`src/rtl/riscv_pkg.sv`:
```
// ---------------------------------------------------------------------------
// riscv_pkg
// Shared types for the load/store unit BRAM port.
//   lsu_size_e  : access size encoding carried on req_size
//   lsu_state_e : state encoding of the lsu_bram_port FSM (also on dbg_state)
// Helpers:
//   lsu_eff_lo     : byte offset with the bits below the access size cleared
//   lsu_misaligned : true when the offset is not a multiple of the size
// ---------------------------------------------------------------------------
package riscv_pkg;

    typedef enum logic [1:0] {
        SZ_BYTE = 2'b00,
        SZ_HALF = 2'b01,
        SZ_WORD = 2'b10,
        SZ_RSVD = 2'b11
    } lsu_size_e;

    typedef enum logic [1:0] {
        ST_IDLE    = 2'b00,
        ST_RD_WAIT = 2'b01,
        ST_RESP    = 2'b10
    } lsu_state_e;

    function automatic logic [1:0] lsu_eff_lo(input logic [1:0] size, input logic [1:0] lo);
        case (size)
            SZ_BYTE: return lo;
            SZ_HALF: return {lo[1], 1'b0};
            default: return 2'b00;
        endcase
    endfunction

    function automatic logic lsu_misaligned(input logic [1:0] size, input logic [1:0] lo);
        case (size)
            SZ_HALF: return lo[0];
            SZ_WORD: return (lo != 2'b00);
            default: return 1'b0;
        endcase
    endfunction

endpackage

```
`src/rtl/lsu_align.sv`:
```
// ---------------------------------------------------------------------------
// lsu_align
// Purely combinational byte-lane logic for the LSU BRAM port.
// Store side (live request):
//   st_size, st_lo   : access size and effective byte offset
//   st_wdata         : right-justified store data
//   st_we_mask       : per-lane write enables
//   st_data          : store data replicated across all lanes
// Load side (held request):
//   ld_size, ld_lo   : access size and effective byte offset
//   ld_unsigned      : zero-extend when 1, sign-extend when 0
//   ld_rdata         : raw BRAM word
//   ld_data          : lane-selected, extended result
// ---------------------------------------------------------------------------
module lsu_align
    import riscv_pkg::*;
(
    input  logic [1:0]  st_size,
    input  logic [1:0]  st_lo,
    input  logic [31:0] st_wdata,
    output logic [3:0]  st_we_mask,
    output logic [31:0] st_data,
    input  logic [1:0]  ld_size,
    input  logic [1:0]  ld_lo,
    input  logic        ld_unsigned,
    input  logic [31:0] ld_rdata,
    output logic [31:0] ld_data
);

    logic [31:0] ld_shifted;

    // Replicating the data means the BRAM lane mapping needs no shifter on
    // the write side; the lane enables pick the copy that lands.
    always_comb begin
        st_we_mask = 4'b0000;
        st_data    = st_wdata;
        case (st_size)
            SZ_BYTE: begin
                st_we_mask = 4'b0001 << st_lo;
                st_data    = {4{st_wdata[7:0]}};
            end
            SZ_HALF: begin
                st_we_mask = st_lo[1] ? 4'b1100 : 4'b0011;
                st_data    = {2{st_wdata[15:0]}};
            end
            SZ_WORD: begin
                st_we_mask = 4'b1111;
                st_data    = st_wdata;
            end
            default: begin
                st_we_mask = 4'b0000;
                st_data    = st_wdata;
            end
        endcase
    end

    // Move the addressed lane(s) down to bit 0, then extend.
    assign ld_shifted = ld_rdata >> {ld_lo, 3'b000};

    always_comb begin
        ld_data = 32'h0;
        case (ld_size)
            SZ_BYTE: ld_data = ld_unsigned ? {24'h0, ld_shifted[7:0]}
                                           : {{24{ld_shifted[7]}}, ld_shifted[7:0]};
            SZ_HALF: ld_data = ld_unsigned ? {16'h0, ld_shifted[15:0]}
                                           : {{16{ld_shifted[15]}}, ld_shifted[15:0]};
            SZ_WORD: ld_data = ld_rdata;
            default: ld_data = 32'h0;
        endcase
    end

endmodule

```
`src/rtl/lsu_bram_port.sv`:
```
// ---------------------------------------------------------------------------
// lsu_bram_port
// Connects a single-outstanding load/store request stream to one port of a
// byte-enable BRAM with a 1-cycle registered read.
//
// Handshake: a transfer happens on a rising clk edge where valid and ready
// are both high; valid must not depend on ready, and once raised the
// response (rsp_valid, rsp_err, rsp_rdata) holds until it is consumed.
//
// Ports:
//   clk, reset_n                  : clock, asynchronous active-low reset
//   req_valid/req_ready           : request handshake (ready only in IDLE)
//   req_we, req_size, req_unsigned, req_addr, req_wdata : request fields
//   rsp_valid/rsp_ready           : response handshake
//   rsp_rdata, rsp_err            : load data (0 for stores/errors), error
//   mem_en, mem_we, mem_addr, mem_wdata, mem_rdata : BRAM port
//   dbg_state                     : current FSM state (lsu_state_e)
//
// Build option: define LSU_MISALIGN_CHK_EN to turn misaligned half/word
// accesses into error responses; otherwise the low offset bits are cleared
// and the access goes ahead.
// ---------------------------------------------------------------------------
module lsu_bram_port
    import riscv_pkg::*;
#(
    parameter int ADDR_WIDTH = 10,
    parameter int NB_COL     = 4,
    parameter int COL_WIDTH  = 8
) (
    input  logic                        clk,
    input  logic                        reset_n,
    input  logic                        req_valid,
    output logic                        req_ready,
    input  logic                        req_we,
    input  logic [1:0]                  req_size,
    input  logic                        req_unsigned,
    input  logic [ADDR_WIDTH+1:0]       req_addr,
    input  logic [NB_COL*COL_WIDTH-1:0] req_wdata,
    output logic                        rsp_valid,
    input  logic                        rsp_ready,
    output logic [NB_COL*COL_WIDTH-1:0] rsp_rdata,
    output logic                        rsp_err,
    output logic                        mem_en,
    output logic [NB_COL-1:0]           mem_we,
    output logic [ADDR_WIDTH-1:0]       mem_addr,
    output logic [NB_COL*COL_WIDTH-1:0] mem_wdata,
    input  logic [NB_COL*COL_WIDTH-1:0] mem_rdata,
    output logic [1:0]                  dbg_state
);

    lsu_state_e  state;
    logic [1:0]  ld_size_q;
    logic [1:0]  ld_lo_q;
    logic        ld_uns_q;

    logic        accept;
    logic        req_err;
    logic [1:0]  eff_lo;
    logic [3:0]  st_we_mask;
    logic [31:0] st_data;
    logic [31:0] ld_data;

    assign req_ready = (state == ST_IDLE);
    assign accept    = req_valid && (state == ST_IDLE);
    assign eff_lo    = lsu_eff_lo(req_size, req_addr[1:0]);
    assign dbg_state = state;

`ifdef LSU_MISALIGN_CHK_EN
    assign req_err = (req_size == SZ_RSVD) || lsu_misaligned(req_size, req_addr[1:0]);
`else
    assign req_err = (req_size == SZ_RSVD);
`endif

    lsu_align u_align (
        .st_size     (req_size),
        .st_lo       (eff_lo),
        .st_wdata    (req_wdata),
        .st_we_mask  (st_we_mask),
        .st_data     (st_data),
        .ld_size     (ld_size_q),
        .ld_lo       (ld_lo_q),
        .ld_unsigned (ld_uns_q),
        .ld_rdata    (mem_rdata),
        .ld_data     (ld_data)
    );

    // BRAM is driven straight from the request in the acceptance cycle so
    // the read data arrives while the FSM sits in RD_WAIT.
    assign mem_en    = accept && !req_err;
    assign mem_we    = (accept && !req_err && req_we) ? st_we_mask : '0;
    assign mem_addr  = req_addr[ADDR_WIDTH+1:2];
    assign mem_wdata = st_data;

    always_ff @(posedge clk or negedge reset_n) begin
        if (!reset_n) begin
            state     <= ST_IDLE;
            rsp_valid <= 1'b0;
            rsp_err   <= 1'b0;
            rsp_rdata <= '0;
            ld_size_q <= SZ_BYTE;
            ld_lo_q   <= 2'b00;
            ld_uns_q  <= 1'b0;
        end else begin
            case (state)
                ST_IDLE: begin
                    if (accept) begin
                        if (req_err) begin
                            state     <= ST_RESP;
                            rsp_valid <= 1'b1;
                            rsp_err   <= 1'b1;
                            rsp_rdata <= '0;
                        end else if (req_we) begin
                            state     <= ST_RESP;
                            rsp_valid <= 1'b1;
                            rsp_err   <= 1'b0;
                            rsp_rdata <= '0;
                        end else begin
                            // Keep what lane selection needs; the request
                            // inputs are free to change after acceptance.
                            state     <= ST_RD_WAIT;
                            ld_size_q <= req_size;
                            ld_lo_q   <= eff_lo;
                            ld_uns_q  <= req_unsigned;
                        end
                    end
                end
                ST_RD_WAIT: begin
                    state     <= ST_RESP;
                    rsp_valid <= 1'b1;
                    rsp_err   <= 1'b0;
                    rsp_rdata <= ld_data;
                end
                ST_RESP: begin
                    if (rsp_ready) begin
                        state     <= ST_IDLE;
                        rsp_valid <= 1'b0;
                        rsp_err   <= 1'b0;
                        rsp_rdata <= '0;
                    end
                end
                default: begin
                    state     <= ST_IDLE;
                    rsp_valid <= 1'b0;
                    rsp_err   <= 1'b0;
                    rsp_rdata <= '0;
                end
            endcase
        end
    end

endmodule
```
`config.mk`:
```
export PLATFORM = sky130hd
export DESIGN_NAME = lsu_bram_port
export DESIGN_NICKNAME = d
export VERILOG_FILES = /design/src/rtl/riscv_pkg.sv /design/src/rtl/lsu_align.sv /design/src/rtl/lsu_bram_port.sv
export SDC_FILE = /design/constraint.sdc
export NUM_CORES = 1
export LEC_CHECK = 0
export BUFFER_PORTS_ARGS = -buffer_cell sky130_fd_sc_hd__buf_2
export CAP_MARGIN = 25
export CELL_PAD_IN_SITES_DETAIL_PLACEMENT = 2
export CELL_PAD_IN_SITES_GLOBAL_PLACEMENT = 2
export CORE_ASPECT_RATIO = 0.75
export CORE_MARGIN = 2
export CORE_UTILIZATION = 25
export DETAILED_ROUTE_END_ITERATION = 6
export PLACE_DENSITY_LB_ADDON = 0.1
export SLEW_MARGIN = 25
export SYNTH_ARGS = -nofsm -noshare
export SYNTH_HDL_FRONTEND = slang
export SYNTH_SLANG_ARGS = --single-unit
```
`constraint.sdc`:
```
create_clock -name clk -period 4.6 [get_ports clk]
set_clock_uncertainty 0.05 [all_clocks]
set_input_delay 0 -clock clk [delete_from_list [all_inputs] [get_ports clk]]
set_output_delay 0 -clock clk [all_outputs]
set_load 0.03 [all_outputs]
```
==> flow_summary.toml <==
[pwr]
pwr-share-clk = 0.210
p_leak_uw = 0.00193
p_int_uw = 958
swShare = 0.430
p_switching_uw = 723
seqPwrFrac = 0.329
p_per_area_mw_per_mm2 = 435
peakVddDrop_mv = 0.252
comb_power_share = 0.462

[grt]
grt-ovfl-total = 0
grt_max_degree = 42
grt_pass1_wl_mm = 15.8
antenna_found_initial = 0
grt_pass1_vias = 2814
grtUsageTotal = 0.183

[setup_path]
r2r_slack_ns = 2.03
cp-endpoint = "rsp_rdata[23]"
reg2reg_to = "rsp_rdata[23]"
cp-startpoint = "dbg_state[1]"
cp.arrival_ns = 2.74
timing.rr.start = "dbg_state[1]"
critPathMaxFanout = 16
path_class = "register to register"
cp-start-kind = "register"
cpPeakStageDelay_ns = 0.71
path_cells = "or3b_1, a311o_1, a211oi_4, a221o_2"
cp.required_ns = 4.77
reg2regPathDepth = 4
crit_path_end_kind = "register"
worst_path_max_delay_cell = "a211oi_4"

[drt]
ant_nets = 0
via_count = 2680
drtPass1Iterations = 5
wl_per_cell_um = 18.8
drc_errors = 0
drt_wl_total_mm = 10.2
drtIter0Drc = 135
via_per_inst = 4.96

[placement]
port_buffers = 147
place_ws_ns = 2.03
place_congestion = 0.749
hpwl_mm = 7.46

[sta]
max_freq_ghz = 0.390
rsz0062_at_grt = "no"
maxSlewHeadroom = 0.408
fin_setup_tns_ns = 0
tightest_slew_ns = 0.886
setup_viol = 0
period_minus_slack_ns = 2.57
post-route-period-util = 0.558
finalMaxSlewViolations = 0
fin_ws_ns = 2.03
hold_viol = 0

[yosys]
postSynthCellCount = 243
synth_area_sq_mm = 0.00259
ys_types = 37
synth-edff-count = 0
avgSynthCellArea_sq_um = 10.6
syn_nets = 327
synthArstFlopShare = 1.00
ys_seq_area_frac = 0.397
ys_ff_latch = 41
synth_warnings = 0
ys.flop_type = "dfrtp_1"

[clocking]
holdBufCountCts = 39
numCtsBuffers = 5
clk_latency_ns = 0.28
post-cts-setup-buffers = 0
clockRootBuffer = "clkbuf_16"
cts.sinks = 41
clk_pin_slew_ns = 0.06
cts_resized = 0
htreeDepth = 2
clock_path_buffers = 2
cts_tree = "built"

[final_layout]
fillers = 1112
final_common_cell = "buf_2"
area_delta_synth_final_pct = 49.4
drive_gt1_frac = 0.488
nets = 488
diodes = 0
final_cell_mix = "buf_2, dfrtp_1, dlygate4sd3_1"

[job]
cap_violations = 0

[run_status]
status = "complete, no violations"

[floorplanning]
die_h_um = 92.1
start_util = 0.254
die_area_sq_mm = 0.0112
rows = 32
io_pins = 168
coreArea_sq_mm = 0.0102
die_w_um = 121

[hold_path]
hold_path_class = "input port to register"
-- metal layers --
metal / up-vias / part of all wire / wire length [um] / GRT usage
li1: 1239 / - / - / -
met1: 1343 / 0.47 / 4810 / 0.267
met5: - / 0 / 0 / 0
met4: 0 / 0.0038 / 39 / 0.0316
met2: 94 / 0.47 / 4750 / 0.281
met3: 4 / 0.055 / 564 / 0.0398
-- per-stage QoR --
| stage | cell area, sq um | instances | hold WS [ns] | utilization | power (uW) |
|---|---|---|---|---|---|
| after detailed placement | 3330 | 494 | -0.0498 | 0.327 | 1300 |
| after global placement | 3320 | 494 | -0.0498 | 0.327 | 1280 |
| after CTS | 3860 | 540 | 0.0447 | 0.380 | 1700 |
| final | 3860 | 540 | 0.0449 | 0.380 | 1680 |
| after floorplan | 2590 | 243 | -0.346 | - | 1050 |
| after global routing | 3860 | 540 | 0.0503 | 0.380 | 1790 |
-- cells in the mapped netlist (7+ instances only) --
library cell  count  share of area
a21oi_1          15          0.029
a221o_1          15          0.058
a221o_2           9          0.039
a222oi_1          7          0.027
buf_4            18          0.052
clkbuf_1         10          0.015
dfrtp_1          41           0.40
mux2_2           19          0.083
mux2i_1           9          0.035
mux4_2            8          0.070
nand2_1          20          0.029
nor2b_1           7          0.017
o21ai_0          25          0.048
-- how the worst min path moves through the flow --
stage | from | to | cells past startpoint
2_1_floorplan | reset_n | dbg_state[0] | 0
3_3_place_gp | req_addr[7] | mem_addr[5] | 0
3_5_place_dp | req_addr[7] | mem_addr[5] | 0
4_1_cts | mem_rdata[10] | rsp_rdata[10] | 3
5_1_grt | mem_rdata[10] | rsp_rdata[10] | 3
6_report | mem_rdata[10] | rsp_rdata[10] | 3
-- final cells by class --
class / instances / area, sq um / area share
inverter: 6 / 22.5 / 0.00583
clock buffer: 7 / 143 / 0.0369
multi-input combinational: 161 / 1350 / 0.350
sequential: 41 / 1030 / 0.265
tap: 136 / 170 / 0.0440
timing repair buffer: 189 / 1150 / 0.298
-- power groups by stage --
stage,logic [uW],clock network [uW],registers [uW]
4_1_cts,782,366,554
5_1_grt,841,378,572
6_report,776,352,553
3_3_place_gp,730,0,555
2_1_floorplan,424,0,629
3_5_place_dp,743,0,559
-- worst max-delay path: cells and delay by family (launching register included) --
| family | cells | cell delay [ns] |
|---|---|---|
| AOI/OAI and AO/OA | 3 | 1.37 |
| DFF | 1 | 0.48 |
| and+or+nand+nor | 1 | 0.61 |
-- sequential cells by signal, indices dropped and copies added, names as in the netlist --
| name | count |
|---|---|
| ld_size_q | 2 |
| rsp_err | 1 |
| ld_lo_q | 2 |
| ld_uns_q | 1 |
| rsp_rdata | 32 |
| dbg_state | 2 |
| rsp_valid | 1 |
-- cell families after synthesis --
logic type / after synthesis / share of synthesized area
and+or+nand+nor: 46 / 0.0938
buffers and inverters: 41 / 0.0904
AOI/OAI and AO/OA: 79 / 0.232
DFF: 41 / 0.397
muxes: 36 / 0.187
(Power assumes the default switching activity.)
